`config.mk`:
```
export PLATFORM = sky130hd
export DESIGN_NAME = imem_loader
export DESIGN_NICKNAME = d
export VERILOG_FILES = /design/src/rtl/imem_loader.sv
export SDC_FILE = /design/constraint.sdc
export NUM_CORES = 1
export LEC_CHECK = 0
export BUFFER_PORTS_ARGS = -buffer_cell sky130_fd_sc_hd__buf_4
export CAP_MARGIN = 20
export CELL_PAD_IN_SITES_DETAIL_PLACEMENT = 1
export CELL_PAD_IN_SITES_GLOBAL_PLACEMENT = 1
export CORE_ASPECT_RATIO = 1.1
export CORE_MARGIN = 2
export CORE_UTILIZATION = 35
export CTS_BUF_LIST = sky130_fd_sc_hd__clkbuf_8
export CTS_CLUSTER_SIZE = 12
export DETAILED_ROUTE_END_ITERATION = 16
export PLACE_DENSITY = 0.65
export SLEW_MARGIN = 10
export SYNTH_ARGS = -nofsm -noshare
export SYNTH_HDL_FRONTEND = slang
export SYNTH_SLANG_ARGS = --single-unit
```
`constraint.sdc`:
```
create_clock -name clk -period 2.9 [get_ports clk]
set_input_delay 0.435 -clock clk [delete_from_list [all_inputs] [get_ports clk]]
set_output_delay 0.435 -clock clk [all_outputs]
set_load 0.01 [all_outputs]
```
`src/rtl/imem_loader.sv`:
```
// Boot loader for the core's instruction RAM. It assembles a counted byte stream
// into 16-bit words, writes them out, and releases the core after the checksum matches.
module imem_loader #(
  parameter int WORDS  = 16,
  parameter int ADDR_W = 4
) (
  input  logic              clk,
  input  logic              rst_n,
  input  logic              start,
  input  logic              in_valid,
  input  logic [7:0]        in_data,
  output logic              in_ready,
  output logic              mem_we,
  output logic [ADDR_W-1:0] mem_addr,
  output logic [15:0]       mem_wdata,
  output logic              busy,
  output logic              done,
  output logic              err,
  output logic              cpu_rst_n
);

  localparam int CNT_W = ADDR_W + 1;

  typedef enum logic [2:0] {
    S_IDLE, S_COUNT, S_HI, S_LO, S_WRITE, S_CHK, S_DONE, S_ERR
  } state_e;

  state_e            state_q, state_d;
  logic [CNT_W-1:0]  count_q, count_d;
  logic [ADDR_W-1:0] addr_q, addr_d;
  logic [ADDR_W-1:0] mem_addr_q, mem_addr_d;
  logic [7:0]        hi_q, hi_d;
  logic [7:0]        xor_q, xor_d;
  logic [15:0]       mem_wdata_q, mem_wdata_d;
  logic              xfer;

  // Every output is decoded from the state alone, so in_ready never depends on in_valid.
  assign in_ready  = (state_q == S_COUNT) || (state_q == S_HI) ||
                     (state_q == S_LO)    || (state_q == S_CHK);
  assign xfer      = in_valid && in_ready;
  assign mem_we    = (state_q == S_WRITE);
  assign busy      = in_ready || (state_q == S_WRITE);
  assign done      = (state_q == S_DONE);
  assign err       = (state_q == S_ERR);
  assign cpu_rst_n = (state_q == S_DONE);
  assign mem_addr  = mem_addr_q;
  assign mem_wdata = mem_wdata_q;

  always_ff @(posedge clk) begin
    if (!rst_n) begin
      state_q     <= S_IDLE;
      count_q     <= '0;
      addr_q      <= '0;
      mem_addr_q  <= '0;
      hi_q        <= '0;
      xor_q       <= '0;
      mem_wdata_q <= '0;
    end else begin
      state_q     <= state_d;
      count_q     <= count_d;
      addr_q      <= addr_d;
      mem_addr_q  <= mem_addr_d;
      hi_q        <= hi_d;
      xor_q       <= xor_d;
      mem_wdata_q <= mem_wdata_d;
    end
  end

  always_comb begin
    state_d     = state_q;
    count_d     = count_q;
    addr_d      = addr_q;
    mem_addr_d  = mem_addr_q;
    hi_d        = hi_q;
    xor_d       = xor_q;
    mem_wdata_d = mem_wdata_q;
    case (state_q)
      S_IDLE, S_DONE, S_ERR: begin
        if (start) begin
          state_d = S_COUNT;
          addr_d  = '0;
          xor_d   = '0;
        end
      end
      S_COUNT: begin
        if (xfer) begin
          if ((in_data == 8'd0) || (in_data > 8'(WORDS))) begin
            state_d = S_ERR;
          end else begin
            count_d = in_data[CNT_W-1:0];
            xor_d   = xor_q ^ in_data;
            state_d = S_HI;
          end
        end
      end
      S_HI: begin
        if (xfer) begin
          hi_d    = in_data;
          xor_d   = xor_q ^ in_data;
          state_d = S_LO;
        end
      end
      // The write word and address are captured here so they are registered during WRITE.
      S_LO: begin
        if (xfer) begin
          mem_wdata_d = {hi_q, in_data};
          mem_addr_d  = addr_q;
          xor_d       = xor_q ^ in_data;
          state_d     = S_WRITE;
        end
      end
      S_WRITE: begin
        if ({1'b0, addr_q} == (count_q - CNT_W'(1))) begin
          state_d = S_CHK;
        end else begin
          addr_d  = addr_q + 1'b1;
          state_d = S_HI;
        end
      end
      S_CHK: begin
        if (xfer) begin
          state_d = (in_data == xor_q) ? S_DONE : S_ERR;
        end
      end
      default: state_d = S_IDLE;
    endcase
  end

endmodule

```
==> results.md <==
Global route:
- The first global-routing pass estimated 11300 µm of wire.
- The met3 track demand over resource in global routing is 3.51%.
- The number of antenna violations at the first check in global routing is 0.
- The total overflow left after global routing is 0.
- Global routing used 32.4% of the available met2 tracks.
- Global routing used 18.0% of the available tracks across all layers.
- The via count of the first global-routing pass is 2354.
- The most crowded layer after global routing is met2.
- Entering global routing, the biggest net connects 40 pins.
- The met1 track utilization from global routing is 21.4%.

Cells and area:
- The number of fill cells is 867.
- The synthesis-to-layout area growth is 18.6%.
- The post-route core utilization is 42.1%.
- The post-route netlist has 17.8% of its cells at a drive strength greater than 1.
- The number of nets in the final layout is 358.
- The count of antenna diodes in the layout is 0.

Clocking:
- The cell sitting at the root of the clock tree is a sky130_fd_sc_hd__clkbuf_8.
- The number of buffers added by the clock tree synthesis step is 5.
- In this run the deepest clock path goes through 2 buffers.
- After clock tree synthesis, the clock-pin slew on the worst setup and hold paths is 100 ps.
- The H-tree depth is 2.
- CTS saw 48 sinks.
- Clock latency on the worst-skew pair, taken at its later pin, is 310 ps.
- TritonCTS built the clock tree.
- Post-CTS timing repair inserted 0 buffers for setup.
- The total of cells resized after clock tree synthesis is 0.
- The number of hold buffers added after CTS was 0.

Die:
- The placeable core region is 0.00693 mm².
- The cell row count is 32.
- The die is 91.9 µm tall.
- The area of the die is 0.00772 mm².
- The width of the die is 83.9 µm.
- 38 I/O pins were placed.
- The effective utilization at floorplan is 35.5%.

STA:
- Setup slack on the critical path of the routed design comes to 531 ps.
- Clock skew on the completed layout was measured at 6.05 ps.
- Setup repair after global routing left no endpoint under its margin.
- The worst relative slew slack is 24.5%.
- The count of final hold-check violations is 0.
- At the pin with the least slew margin, the transition time is 1120 ps.
- Setup violations remaining at the end of the flow were counted as 0.
- The maximum clock frequency is 422 MHz.
- After layout, the minimum clock period comes to 2370 ps.
- The final total negative setup slack is 0 ps.
- After layout, the worst path uses 81.7% of the clock period.
- The total count of max-transition violations in the final report is 0.

Logic synthesis:
- The number of synthesized flops with an enable pin is 0.
- In this run the cell area of the synthesized design comes to 0.00246 mm².
- For this run, the leading register cell type out of synthesis is sky130_fd_sc_hd__dfxtp_1.
- After synthesis, the share of flip-flops with an asynchronous set or reset is 0%.
- The cell count after synthesis came out at 306.
- During synthesis, Yosys emitted a total of 0 warnings.
- A synthesized cell averages 8.04 µm².
- Summing the sequential cell areas from Yosys gives 39.1% of the chip area.
- The number of unique standard cell types used by synthesis is 44.
- In this run, synthesis produced a sequential element count of 48.
- When the netlist entered floorplanning its net count stood at 323.

Power:
- The overall power of the completed layout is 0.00176 W.
- IR analysis of the VDD net gives a maximum drop of 232 µV.
- For this design the ratio of total power to cell area is 603 mW/mm².
- The static power due to leakage is 1.14 nW.

Routing:
- Before antenna repair, the detailed router went through 4 iterations.
- In this run the remaining antenna-violating nets after routing total 0.
- The total number of vias is 2279.
- The overall routed net length is 6660 µm.
- For this run, design rule violations remaining after detail routing come to 0.
- In the final routed layout, each cell accounts on average for 15.6 µm.
- The via-per-instance ratio is 5.34.
- The starting DRC count in detailed routing is 51.

Critical path:
- The nature of the critical path startpoint is a flip-flop.
- The worst endpoint required time is 3130 ps.
- The nature of the critical path endpoint is a flip-flop.
- The largest fanout on the critical path is 15.
- The endpoint arrival time on the critical path is 2600 ps.
- The worst setup path is of the reg -> reg kind.

Place:
- The HPWL after detailed placement is 4710 µm.
- The routability-driven placement congestion ratio is 0.780.
- Before CTS, the worst setup slack after placement is 586 ps.
- The count of port buffers added during placement is 37.

Job:
- The max-cap check violation count is 0.

Hold path:
- The min-delay analysis places its worst path in the category in -> reg.

Outcome:
- The flow ran to the end, and the final reports show no timing, DRC or antenna violations.
worst paths after layout:
kind / start / slack [ps] / cells after the start / end
max reg2reg: state_q[1] / 530 / 6 / xor_q[6]
min reg2reg: mem_wdata[10] / 460 / 2 / mem_wdata[10]
max: state_q[1] / 530 / 6 / xor_q[6]
min: in_data[6] / 400 / 3 / mem_wdata[6]
synth_stat cells, types with 3 or more instances:
| cell | instances | share of area [%] |
|---|---|---|
| sky130_fd_sc_hd__o311ai_0 | 8 | 2.8 |
| sky130_fd_sc_hd__clkbuf_1 | 14 | 2.1 |
| sky130_fd_sc_hd__ha_1 | 5 | 2.5 |
| sky130_fd_sc_hd__xnor2_1 | 4 | 1.4 |
| sky130_fd_sc_hd__o31ai_2 | 4 | 2.0 |
| sky130_fd_sc_hd__dfxtp_1 | 48 | 39 |
| sky130_fd_sc_hd__o21ai_0 | 13 | 2.6 |
| sky130_fd_sc_hd__or3_1 | 3 | 0.76 |
| sky130_fd_sc_hd__nand4_1 | 4 | 1.0 |
| sky130_fd_sc_hd__mux2i_1 | 17 | 6.9 |
| sky130_fd_sc_hd__nor2b_1 | 6 | 1.5 |
| sky130_fd_sc_hd__nand2_1 | 55 | 8.4 |
| sky130_fd_sc_hd__nor3_1 | 4 | 0.81 |
| sky130_fd_sc_hd__inv_1 | 6 | 0.92 |
| sky130_fd_sc_hd__a21oi_1 | 31 | 6.3 |
| sky130_fd_sc_hd__nand2b_1 | 19 | 4.8 |
| sky130_fd_sc_hd__nor2_1 | 29 | 4.4 |
through the flow:
stage	instance area (µm²)	std cells	hold WS (ps)
2_1_floorplan	2460	306	431
3_3_place_gp	2820	419	446
3_5_place_dp	2820	419	451
4_1_cts	2920	427	394
5_1_grt	2920	427	406
6_report	2920	427	400
kinds of logic after synthesis:
| group | Yosys count | synth area share [%] |
|---|---|---|
| XOR/XNOR | 6 | 2.14 |
| adder cells (fa/ha/maj) | 5 | 2.54 |
| multiplexers | 18 | 7.38 |
| AND/OR/NAND/NOR | 131 | 24.7 |
| AO/OA/AOI/OAI | 73 | 19.6 |
| flip-flops | 48 | 39.1 |
| buffers and inverters | 25 | 4.58 |
critical path, stage by stage, from the launching register on:
cell and delay (ps):
sky130_fd_sc_hd__dfxtp_1 630, sky130_fd_sc_hd__clkinv_1 200, sky130_fd_sc_hd__ha_1 240, sky130_fd_sc_hd__nand2b_1 140, sky130_fd_sc_hd__a221o_1 300, sky130_fd_sc_hd__or3_1 540
sky130_fd_sc_hd__o31ai_2 250
area by class of cell:
class / count / area [µm²] / area share, %
Clock buffer: 6 / 82.6 / 2.83
Multi-Input combinational cell: 233 / 1390 / 47.5
Clock inverter: 2 / 13.8 / 0.472
Inverter: 8 / 30.0 / 1.03
Timing Repair Buffer: 45 / 338 / 11.6
Tap cell: 85 / 106 / 3.64
Sequential cell: 48 / 961 / 32.9
layer usage:
| metal | vias up | routed length, µm |
|---|---|---|
| met5 | - | 0 |
| met2 | 37 | 3320 |
| met1 | 1094 | 3030 |
| met4 | 0 | 87 |
| met3 | 8 | 217 |
| li1 | 1140 | - |
cell usage in the layout (no fill, tap or decap), types with 2 or more instances in the layout:
| cell | instances |
|---|---|
| sky130_fd_sc_hd__nand4_1 | 4 |
| sky130_fd_sc_hd__dfxtp_1 | 48 |
| sky130_fd_sc_hd__a21oi_1 | 31 |
| sky130_fd_sc_hd__o211ai_1 | 2 |
| sky130_fd_sc_hd__o311ai_0 | 8 |
| sky130_fd_sc_hd__or3_1 | 3 |
| sky130_fd_sc_hd__o31ai_2 | 4 |
| sky130_fd_sc_hd__xor2_1 | 2 |
| sky130_fd_sc_hd__mux2i_1 | 17 |
| sky130_fd_sc_hd__clkbuf_8 | 6 |
| sky130_fd_sc_hd__nand2b_1 | 19 |
| sky130_fd_sc_hd__o22ai_1 | 2 |
| sky130_fd_sc_hd__nand3b_1 | 2 |
| sky130_fd_sc_hd__nand3_1 | 2 |
| sky130_fd_sc_hd__o21ai_0 | 13 |
| sky130_fd_sc_hd__nor4_1 | 2 |
| sky130_fd_sc_hd__buf_4 | 45 |
| sky130_fd_sc_hd__nor2b_1 | 6 |
| sky130_fd_sc_hd__nand2_1 | 55 |
| sky130_fd_sc_hd__inv_1 | 6 |
| sky130_fd_sc_hd__ha_1 | 5 |
| sky130_fd_sc_hd__xnor2_1 | 4 |
| sky130_fd_sc_hd__nor3_1 | 4 |
| sky130_fd_sc_hd__nor2_1 | 29 |
| sky130_fd_sc_hd__o2111ai_1 | 2 |
| sky130_fd_sc_hd__and3_1 | 2 |
sequential cells by signal, summed over array words and instances (netlist names):
signal,count
addr_q,4
count_q,5
hi_q,8
mem_addr,4
mem_wdata,16
state_q,3
xor_q,8
report_power, final:
part           switching (W)  total (W)  internal [W]
logic               0.000329   0.000557      0.000228
registers          0.0000566   0.000760      0.000703
clock network       0.000248   0.000443      0.000196
No activity file was read; power rests on OpenSTA's default activity.
